===== config.mk =====
export PLATFORM = sky130hd
export DESIGN_NAME = scsi_dma_sm_flat
export DESIGN_NICKNAME = d
export VERILOG_FILES = /design/src/rtl/scsi_dma_sm_if.sv /design/src/rtl/scsi_dma_sm.sv /design/src/flat_wrapper.sv
export SDC_FILE = /design/constraint.sdc
export NUM_CORES = 1
export LEC_CHECK = 0
export ABC_AREA = 1
export CAP_MARGIN = 20
export CORE_MARGIN = 10
export CORE_UTILIZATION = 49
export CTS_CLUSTER_DIAMETER = 100
export DETAILED_ROUTE_END_ITERATION = 7
export HOLD_SLACK_MARGIN = 0.12
export PLACE_DENSITY = 0.8
export SLEW_MARGIN = 0
export SYNTH_ARGS = -nofsm -noshare
export SYNTH_HDL_FRONTEND = slang
export SYNTH_SLANG_ARGS = --single-unit
export TNS_END_PERCENT = 100

===== constraint.sdc =====
create_clock -name CPUCLK -period 1.95 [get_ports CPUCLK]
set_clock_uncertainty 0.15 [all_clocks]
set_input_delay 0.2925 -clock CPUCLK [delete_from_list [all_inputs] [get_ports CPUCLK]]
set_output_delay 0.2925 -clock CPUCLK [all_outputs]
set_load 0.01 [all_outputs]

===== src/rtl/scsi_dma_sm_if.sv =====
// SCSI DMA sequencer bus bundle.
// CPU, FIFO and SCSI-pin signals in one port.
interface scsi_dma_sm_if #(
  parameter int BUS_BYTES = 4,
  parameter int TC_W      = 24
);
  localparam int BOW = $clog2(BUS_BYTES);

  logic            CPUREQ;
  logic            RW;
  logic            AS_;
  logic            DMAENA;
  logic            DMADIR;
  logic            DREQ_;
  logic            FIFOFULL;
  logic            FIFOEMPTY;
  logic            BO_CLR;
  logic            TC_LOAD;
  logic [TC_W-1:0] TC_VAL;

  logic            SCSI_CS_o;
  logic            RE_o;
  logic            WE_o;
  logic            DACK_o;
  logic            S2F_o;
  logic            F2S_o;
  logic            S2CPU_o;
  logic            CPU2S_o;
  logic            INCBO_o;
  logic            INCNI_o;
  logic            INCNO_o;
  logic [BOW-1:0]  BO_o;
  logic            DSACK_o;
  logic            TC_ZERO;

  modport master (
    output CPUREQ, RW, AS_, DMAENA, DMADIR, DREQ_,
    output FIFOFULL, FIFOEMPTY, BO_CLR, TC_LOAD, TC_VAL,
    input  SCSI_CS_o, RE_o, WE_o, DACK_o, S2F_o, F2S_o,
    input  S2CPU_o, CPU2S_o, INCBO_o, INCNI_o, INCNO_o,
    input  BO_o, DSACK_o, TC_ZERO
  );

  modport slave (
    input  CPUREQ, RW, AS_, DMAENA, DMADIR, DREQ_,
    input  FIFOFULL, FIFOEMPTY, BO_CLR, TC_LOAD, TC_VAL,
    output SCSI_CS_o, RE_o, WE_o, DACK_o, S2F_o, F2S_o,
    output S2CPU_o, CPU2S_o, INCBO_o, INCNI_o, INCNO_o,
    output BO_o, DSACK_o, TC_ZERO
  );
endinterface


===== src/rtl/scsi_dma_sm.sv =====
// SCSI transfer sequencer: CPU register cycles and
// DMA byte transfers with byte-lane and TC tracking.
module scsi_dma_sm #(
  parameter int BUS_BYTES  = 4,
  parameter int STROBE_CYC = 2,
  parameter int TC_W       = 24
) (
  input  logic         CPUCLK,
  input  logic         RESET_,
  scsi_dma_sm_if.slave bus
);
  localparam int BOW = $clog2(BUS_BYTES);
  localparam logic [3:0] SLOAD = 4'(STROBE_CYC - 1);
  localparam logic [BOW-1:0] BO_LAST = BOW'(BUS_BYTES - 1);

  typedef enum logic [2:0] {
    IDLE,
    CPU_SETUP,
    CPU_STROBE,
    CPU_ACK,
    DMA_SETUP,
    DMA_STROBE,
    DMA_NEXT
  } state_e;

  state_e state_q, state_d;
  logic [3:0] scnt_q, scnt_d;
  logic [BOW-1:0] bo_q, bo_d;
  logic [TC_W-1:0] tc_q, tc_d;
  logic dir_q, dir_d;
  logic rw_q, rw_d;
  logic tcz_q, tcz_d;
  logic creq_q, cas_q, cdreq_q;

  logic cs_q, cs_d;
  logic re_q, re_d;
  logic we_q, we_d;
  logic dack_q, dack_d;
  logic s2f_q, s2f_d;
  logic f2s_q, f2s_d;
  logic s2cpu_q, s2cpu_d;
  logic cpu2s_q, cpu2s_d;
  logic incbo_q, incbo_d;
  logic incni_q, incni_d;
  logic incno_q, incno_d;
  logic dsack_q, dsack_d;

  logic dma_go;
  logic dec;
  logic wrap;

  // Resynchronise the asynchronous CPU and SCSI request inputs.
  always_ff @(posedge CPUCLK or negedge RESET_) begin
    if (!RESET_) begin
      creq_q  <= 1'b0;
      cas_q   <= 1'b1;
      cdreq_q <= 1'b1;
    end else begin
      creq_q  <= bus.CPUREQ;
      cas_q   <= bus.AS_;
      cdreq_q <= bus.DREQ_;
    end
  end

  // Next state, strobe timing, byte-lane and counter updates.
  always_comb begin
    state_d = state_q;
    scnt_d  = scnt_q;
    dir_d   = dir_q;
    rw_d    = rw_q;
    dec     = 1'b0;
    dma_go  = bus.DMAENA & ~cdreq_q & ~tcz_q &
              (bus.DMADIR ? ~bus.FIFOFULL : ~bus.FIFOEMPTY);
    unique case (state_q)
      IDLE: begin
        if (creq_q) begin
          state_d = CPU_SETUP;
          rw_d    = bus.RW;
        end else if (dma_go) begin
          state_d = DMA_SETUP;
          dir_d   = bus.DMADIR;
        end
      end
      CPU_SETUP: begin
        state_d = CPU_STROBE;
        scnt_d  = SLOAD;
      end
      CPU_STROBE: begin
        if (scnt_q == 4'd0) state_d = CPU_ACK;
        else scnt_d = scnt_q - 4'd1;
      end
      CPU_ACK: begin
        if (cas_q) state_d = IDLE;
      end
      DMA_SETUP: begin
        state_d = DMA_STROBE;
        scnt_d  = SLOAD;
      end
      DMA_STROBE: begin
        if (scnt_q == 4'd0) begin
          state_d = DMA_NEXT;
          dec     = 1'b1;
        end else begin
          scnt_d = scnt_q - 4'd1;
        end
      end
      DMA_NEXT: begin
        if (dma_go && !creq_q) begin
          state_d = DMA_SETUP;
          dir_d   = bus.DMADIR;
        end else begin
          state_d = IDLE;
        end
      end
      default: state_d = IDLE;
    endcase

    // Lane and counter move on the edge that enters DMA_NEXT,
    // so DMA_NEXT already sees the decremented count.
    wrap = dec & (bo_q == BO_LAST) & ~bus.BO_CLR;
    if (bus.BO_CLR) bo_d = '0;
    else if (dec) bo_d = bo_q + BOW'(1);
    else bo_d = bo_q;

    if (bus.TC_LOAD) tc_d = bus.TC_VAL;
    else if (dec && tc_q != '0) tc_d = tc_q - TC_W'(1);
    else tc_d = tc_q;
    tcz_d = (tc_d == '0);

    cs_d    = (state_d == CPU_SETUP) | (state_d == CPU_STROBE);
    s2cpu_d = (state_d == CPU_STROBE) & rw_d;
    cpu2s_d = (state_d == CPU_STROBE) & ~rw_d;
    dack_d  = (state_d == DMA_SETUP) | (state_d == DMA_STROBE);
    s2f_d   = (state_d == DMA_STROBE) & dir_d;
    f2s_d   = (state_d == DMA_STROBE) & ~dir_d;
    re_d    = s2cpu_d | s2f_d;
    we_d    = cpu2s_d | f2s_d;
    dsack_d = (state_d != CPU_ACK);
    incbo_d = dec;
    incni_d = wrap & dir_q;
    incno_d = wrap & ~dir_q;
  end

  // Sequencer state, counters and registered outputs.
  always_ff @(posedge CPUCLK or negedge RESET_) begin
    if (!RESET_) begin
      state_q <= IDLE;
      scnt_q  <= 4'd0;
      bo_q    <= '0;
      tc_q    <= '0;
      tcz_q   <= 1'b1;
      dir_q   <= 1'b0;
      rw_q    <= 1'b0;
      cs_q    <= 1'b0;
      re_q    <= 1'b0;
      we_q    <= 1'b0;
      dack_q  <= 1'b0;
      s2f_q   <= 1'b0;
      f2s_q   <= 1'b0;
      s2cpu_q <= 1'b0;
      cpu2s_q <= 1'b0;
      incbo_q <= 1'b0;
      incni_q <= 1'b0;
      incno_q <= 1'b0;
      dsack_q <= 1'b1;
    end else begin
      state_q <= state_d;
      scnt_q  <= scnt_d;
      bo_q    <= bo_d;
      tc_q    <= tc_d;
      tcz_q   <= tcz_d;
      dir_q   <= dir_d;
      rw_q    <= rw_d;
      cs_q    <= cs_d;
      re_q    <= re_d;
      we_q    <= we_d;
      dack_q  <= dack_d;
      s2f_q   <= s2f_d;
      f2s_q   <= f2s_d;
      s2cpu_q <= s2cpu_d;
      cpu2s_q <= cpu2s_d;
      incbo_q <= incbo_d;
      incni_q <= incni_d;
      incno_q <= incno_d;
      dsack_q <= dsack_d;
    end
  end

  assign bus.SCSI_CS_o = cs_q;
  assign bus.RE_o      = re_q;
  assign bus.WE_o      = we_q;
  assign bus.DACK_o    = dack_q;
  assign bus.S2F_o     = s2f_q;
  assign bus.F2S_o     = f2s_q;
  assign bus.S2CPU_o   = s2cpu_q;
  assign bus.CPU2S_o   = cpu2s_q;
  assign bus.INCBO_o   = incbo_q;
  assign bus.INCNI_o   = incni_q;
  assign bus.INCNO_o   = incno_q;
  assign bus.BO_o      = bo_q;
  assign bus.DSACK_o   = dsack_q;
  assign bus.TC_ZERO   = tcz_q;
endmodule


===== src/flat_wrapper.sv =====
// flat-port wrapper written by rule: the top's interface ports become plain ports
module scsi_dma_sm_flat 
#(
  parameter int BUS_BYTES  = 4,
  parameter int STROBE_CYC = 2,
  parameter int TC_W       = 24
)
  (CPUCLK, RESET_, bus_CPUREQ, bus_RW, bus_AS_, bus_DMAENA, bus_DMADIR, bus_DREQ_, bus_FIFOFULL, bus_FIFOEMPTY, bus_BO_CLR, bus_TC_LOAD, bus_TC_VAL, bus_SCSI_CS_o, bus_RE_o, bus_WE_o, bus_DACK_o, bus_S2F_o, bus_F2S_o, bus_S2CPU_o, bus_CPU2S_o, bus_INCBO_o, bus_INCNI_o, bus_INCNO_o, bus_BO_o, bus_DSACK_o, bus_TC_ZERO);
  scsi_dma_sm_if #(.BUS_BYTES(BUS_BYTES), .TC_W(TC_W)) bus_i ();
  input  logic CPUCLK;
  input  logic RESET_;
  input wire logic [$bits(bus_i.CPUREQ)-1:0] bus_CPUREQ;
  input wire logic [$bits(bus_i.RW)-1:0] bus_RW;
  input wire logic [$bits(bus_i.AS_)-1:0] bus_AS_;
  input wire logic [$bits(bus_i.DMAENA)-1:0] bus_DMAENA;
  input wire logic [$bits(bus_i.DMADIR)-1:0] bus_DMADIR;
  input wire logic [$bits(bus_i.DREQ_)-1:0] bus_DREQ_;
  input wire logic [$bits(bus_i.FIFOFULL)-1:0] bus_FIFOFULL;
  input wire logic [$bits(bus_i.FIFOEMPTY)-1:0] bus_FIFOEMPTY;
  input wire logic [$bits(bus_i.BO_CLR)-1:0] bus_BO_CLR;
  input wire logic [$bits(bus_i.TC_LOAD)-1:0] bus_TC_LOAD;
  input wire logic [$bits(bus_i.TC_VAL)-1:0] bus_TC_VAL;
  output wire logic [$bits(bus_i.SCSI_CS_o)-1:0] bus_SCSI_CS_o;
  output wire logic [$bits(bus_i.RE_o)-1:0] bus_RE_o;
  output wire logic [$bits(bus_i.WE_o)-1:0] bus_WE_o;
  output wire logic [$bits(bus_i.DACK_o)-1:0] bus_DACK_o;
  output wire logic [$bits(bus_i.S2F_o)-1:0] bus_S2F_o;
  output wire logic [$bits(bus_i.F2S_o)-1:0] bus_F2S_o;
  output wire logic [$bits(bus_i.S2CPU_o)-1:0] bus_S2CPU_o;
  output wire logic [$bits(bus_i.CPU2S_o)-1:0] bus_CPU2S_o;
  output wire logic [$bits(bus_i.INCBO_o)-1:0] bus_INCBO_o;
  output wire logic [$bits(bus_i.INCNI_o)-1:0] bus_INCNI_o;
  output wire logic [$bits(bus_i.INCNO_o)-1:0] bus_INCNO_o;
  output wire logic [$bits(bus_i.BO_o)-1:0] bus_BO_o;
  output wire logic [$bits(bus_i.DSACK_o)-1:0] bus_DSACK_o;
  output wire logic [$bits(bus_i.TC_ZERO)-1:0] bus_TC_ZERO;
  assign bus_i.CPUREQ = bus_CPUREQ;
  assign bus_i.RW = bus_RW;
  assign bus_i.AS_ = bus_AS_;
  assign bus_i.DMAENA = bus_DMAENA;
  assign bus_i.DMADIR = bus_DMADIR;
  assign bus_i.DREQ_ = bus_DREQ_;
  assign bus_i.FIFOFULL = bus_FIFOFULL;
  assign bus_i.FIFOEMPTY = bus_FIFOEMPTY;
  assign bus_i.BO_CLR = bus_BO_CLR;
  assign bus_i.TC_LOAD = bus_TC_LOAD;
  assign bus_i.TC_VAL = bus_TC_VAL;
  assign bus_SCSI_CS_o = bus_i.SCSI_CS_o;
  assign bus_RE_o = bus_i.RE_o;
  assign bus_WE_o = bus_i.WE_o;
  assign bus_DACK_o = bus_i.DACK_o;
  assign bus_S2F_o = bus_i.S2F_o;
  assign bus_F2S_o = bus_i.F2S_o;
  assign bus_S2CPU_o = bus_i.S2CPU_o;
  assign bus_CPU2S_o = bus_i.CPU2S_o;
  assign bus_INCBO_o = bus_i.INCBO_o;
  assign bus_INCNI_o = bus_i.INCNI_o;
  assign bus_INCNO_o = bus_i.INCNO_o;
  assign bus_BO_o = bus_i.BO_o;
  assign bus_DSACK_o = bus_i.DSACK_o;
  assign bus_TC_ZERO = bus_i.TC_ZERO;
  scsi_dma_sm #(.BUS_BYTES(BUS_BYTES), .STROBE_CYC(STROBE_CYC), .TC_W(TC_W)) u_core (.CPUCLK(CPUCLK), .RESET_(RESET_), .bus(bus_i));
endmodule

==> impl_summary.md <==
Detailed routing
Before antenna repair, the detailed router went through 5 iterations. Dividing the detail-routed wire length by the instance count gives about 19 um. In this run the remaining antenna-violating nets after routing total 0. After the first detailed-routing iteration, the DRC count stood at approximately 370.

The final layout contains routed wiring with a total length of around 13000 um. The total number of vias is 3796. Dividing the detail-routed via count by the number of cells gives around 5.6. After detailed routing, the number of remaining DRC violations is 0.

Pwr
VDD sags by at most between 700 and 800 uV. The analysis attributes to cell leakage a power of approximately 2.5 nW. Dividing total power by cell area gives a power density of 787.6 nW/um^2. The total power consumption of the routed design is between 0.004 and 0.005 W.

Clock tree
The number of buffers added by the clock tree synthesis step is 5. CTS saw slightly above 50 sinks. The clock transition at the register clock pins on the worst setup and hold paths after CTS is approximately 110 ps. Counting along the longest clock path gives a buffer depth of 2. The H-tree depth is 2. TritonCTS built the clock tree. The source-to-sink clock delay at the later pin of the worst-skew pair is 330 ps. The master cell of the clock root buffer is sky130_fd_sc_hd__clkbuf_8.

Final layout
The share of layout cells above drive strength 1 is 43.45%. The count of cells in the finished layout, fillers not included, comes to ~680. The area of all placed cells without fillers is approximately 5100 sq um. In the layout the commonest cells are 97 x sky130_fd_sc_hd__nand2_1, 92 x sky130_fd_sc_hd__buf_4, 49 x sky130_fd_sc_hd__inv_1, 49 x sky130_fd_sc_hd__clkdlybuf4s50_1, 46 x sky130_fd_sc_hd__dfrtp_1. The total inserted antenna cells is 0. The net total in the final layout is between 600 and 700. Leaving out fill and tap cells, the most frequent cell in the layout is sky130_fd_sc_hd__nand2_1. Cells fill 84.66% of the core in the end.

Compared with the post-synthesis result, the final layout area differs by 64.76%.

Yosys
sky130_fd_sc_hd__dfrtp_1 takes more of the synthesized area than any other cell. During synthesis, Yosys emitted a total of 0 warnings. The number of distinct library cell variants in the gate-level netlist after synthesis is 31.

By area the synthesized netlist is led by sky130_fd_sc_hd__dfrtp_1 38%, sky130_fd_sc_hd__nand2_1 17%, sky130_fd_sc_hd__nand3_1 7.1%. In this run, synthesis inferred 0 flip-flops with an integrated enable. A synthesized cell averages 7.014 sq um. Synthesis produced around 440 cells. The synthesized design contains slightly above 50 register bits. The top-area cell type share of the netlist area is 37.77%.

The mapped netlist covers 3114 sq um. The share of the yosys chip area belonging to registers is between 40% and 50%. The synthesized netlist net count is around 480. The primary flip-flop cell chosen by synthesis mapping is sky130_fd_sc_hd__dfrtp_1.

The fraction of registers with async set/reset is 100.0%.

Worst setup path
The number of stages on the worst setup path is 13. Traced cell by cell, the critical path runs through inv_2 > ha_4 > nand3_4 > nor2_4 > nand2_4 > buf_6 > nand2_1 > nand3_1 > o21ai_1 > nand2_1 > nor2_1 > nand3_1 > nor2_2. The critical path class is reg -> reg. The category of cells accounting for the largest share of critical-path delay is simple AND/OR/NAND/NOR gates. Of all nets on the critical path, the largest fanout is 11. The required arrival time at the worst endpoint is between 2000 and 2500 ps. In this design, the stage delay of the slowest critical-path cell is 430 ps. The slowest cell on the critical path is sky130_fd_sc_hd__dfrtp_1. The combined buffer and inverter count along the critical path is 2. The critical path startpoint category is a register. The data arrival time at the worst-slack endpoint is 2390 ps. The most critical setup path has its startpoint at u_core.scnt_q[0]$_DFFE_PN0P_. The endpoint type of the worst setup path is a register. The worst register-to-register path begins at u_core.scnt_q[0]$_DFFE_PN0P_. The worst reg2reg path depth is 13.

Timing
Derived from the worst setup path, the maximum achievable clock frequency is about 440 MHz. Setup violations remaining at the end of the flow were counted as 23. The minimum period implied by the final worst setup slack is ~2300 ps. In the post-route analysis, the smallest setup slack over all paths is -327.0 ps.

Measured against its own limit, the worst slew margin works out to 58.97%. The pin slew with the least headroom to its limit is 610.7 ps. The final cycle utilization of the critical path is 116.8%. Setup repair after global routing could not meet its margin everywhere.

The final hold violation count came to 0. The final number of max-transition violations is 0.

Global routing
The global-route usage over all layers is a little under a fifth. The met2 usage is 34.30%. After global routing the overflow that remains totals 0. The initial antenna violation count is 0. The global routing usage on met1 is 19.48%. In the global route stage, met3 resource usage came out at around 3.9%. The first global-routing pass estimated roughly 15000 um of wire. The largest net degree at the start of global routing is 52. The via count of the first global-routing pass came to between 3000 and 4000.

The most used routing layer is met2.

Outcome
The final reports fail on setup timing. The flow ran to the end, but the final reports show violations.

Run
The tool flagged a number of max-cap violations equal to 0.

Place
In this run the cell area measured after placement is roughly 4400 sq um. Counting tap cells, the placed design contains a total of between 600 and 700 instances. The HPWL after detailed placement is between 6000 and 7000 um. The number of buffers added on ports is 50. At the end of routability-driven placement, the weighted congestion stood at roughly 0.94.

Die
The die is roughly 100 um tall. The initial cell density of the core is 51.38%. After floorplanning, the core was divided into 28 placement rows.

The x dimension of the die is between 90 and 100 um. The die covers 9944 sq um. The total area inside the core boundary comes to between 6000 and 7000 sq um. The number of top-level pins is 51.

Hold path
The path class of the lowest-slack min-delay path is in -> reg. Counting instances, the worst hold path has a depth of 1. The startpoint identified for the worst hold timing path is bus_DREQ_.
-- registers in the layout (all words and copies together), names as in the netlist, 2 cells and up --
register and cells:
u_core.scnt_q 4, u_core.tc_q 24, u_core.bus.BO_o 2, u_core.state_q 3
-- power breakdown --
part | internal, W | total (W) | switching, W
registers | 0.00124 | 0.00137 | 0.000125
logic | 0.000928 | 0.00198 | 0.00105
clock network | 0.000267 | 0.000692 | 0.000425
total | 0.00244 | 0.00404 | 0.00160
-- routing by layer --
metal | wire length, um | vias up | share of wire (%)
met5 | 0 | - | 0
met4 | 749 | 0 | 5.9
met3 | 1040 | 82 | 8.3
met2 | 6291 | 270 | 50
met1 | 4516 | 1756 | 36
li1 | - | 1688 | -
-- cell type report --
| cell class | count | area [sq um] |
|---|---|---|
| fillers | 292 | 929.6 |
| clock buffers | 5 | 68.82 |
| inverters | 63 | 245.2 |
| flip-flops and latches | 51 | 1282 |
| repair buffers | 160 | 1436 |
| clock inverters | 3 | 28.78 |
| multi-input cells | 321 | 1976 |
| well taps | 75 | 93.84 |
-- through the flow --
| step | worst slack (ps) | setup TNS (ps) | hold slack [ps] |
|---|---|---|---|
| 3_5_place_dp | -158.8 | -666.7 | 151.2 |
| 3_3_place_gp | -117.3 | -312.0 | 149.5 |
| 4_1_cts | -83.29 | -83.29 | 216.3 |
| 5_1_grt | -366.6 | -3557 | 217.1 |
| 6_report | -327.0 | -2070 | 219.4 |
| 2_1_floorplan | 8.477 | 0 | -153.1 |
-- Yosys cell counts (all sizes together), types with 2 or more instances --
cell type	count
nand2	143
inv	62
nor2	62
dfrtp	47
nand3	45
or2	20
o21ai	11
buf	8
xnor2	7
xor2	6
nand4	5
o22ai	5
dfstp	4
ha	4
nor3	4
nand3b	3
a31oi	2
nor4	2
-- what timing repair did --
action,4_1_cts,5_1_grt
gates cloned,0,1
hold buffers,1,0
endpoints found under the setup margin,10,28
hold endpoints to repair,51,0
gates resized for setup,19,129
pin swaps,5,43
setup buffers,1,13
-- worst register-to-register path: stages, from the launching register on --
cell,delay (ps)
sky130_fd_sc_hd__dfrtp_1,430
sky130_fd_sc_hd__inv_2,100
sky130_fd_sc_hd__ha_4,160
sky130_fd_sc_hd__nand3_4,100
sky130_fd_sc_hd__nor2_4,150
sky130_fd_sc_hd__nand2_4,90
sky130_fd_sc_hd__buf_6,160
sky130_fd_sc_hd__nand2_1,80
sky130_fd_sc_hd__nand3_1,100
sky130_fd_sc_hd__o21ai_1,140
sky130_fd_sc_hd__nand2_1,160
sky130_fd_sc_hd__nor2_1,160
sky130_fd_sc_hd__nand3_1,100
sky130_fd_sc_hd__nor2_2,150
-- cells by family (layout without fill, tap and decap cells) --
| group | after synthesis | after routing | share of synthesized area (%) |
|---|---|---|---|
| and+or+nand+nor | 284 | 284 | 40.34 |
| buffers and inverters | 72 | 231 | 9.683 |
| DFF | 51 | 51 | 41.14 |
| AOI/OAI and AO/OA | 20 | 20 | 3.576 |
| xor gates and xnor gates | 13 | 13 | 3.656 |
| adders and majority gates | 4 | 4 | 1.607 |
-- worst paths after layout --
check	endpoint	slack (ps)
max	u_core.bus.TC_ZERO$_DFF_PN1_	-330
max in group asynchronous	u_core.bus.DSACK_o$_DFF_PN1_	1030
max reg2reg	u_core.bus.TC_ZERO$_DFF_PN1_	-330
min	u_core.cdreq_q$_DFF_PN1_	220
min in group asynchronous	u_core.tc_q[9]$_DFF_PN0_	320
min reg2reg	u_core.bus.INCNO_o$_DFF_PN0_	290
No activity file was read; power rests on OpenSTA's default activity.
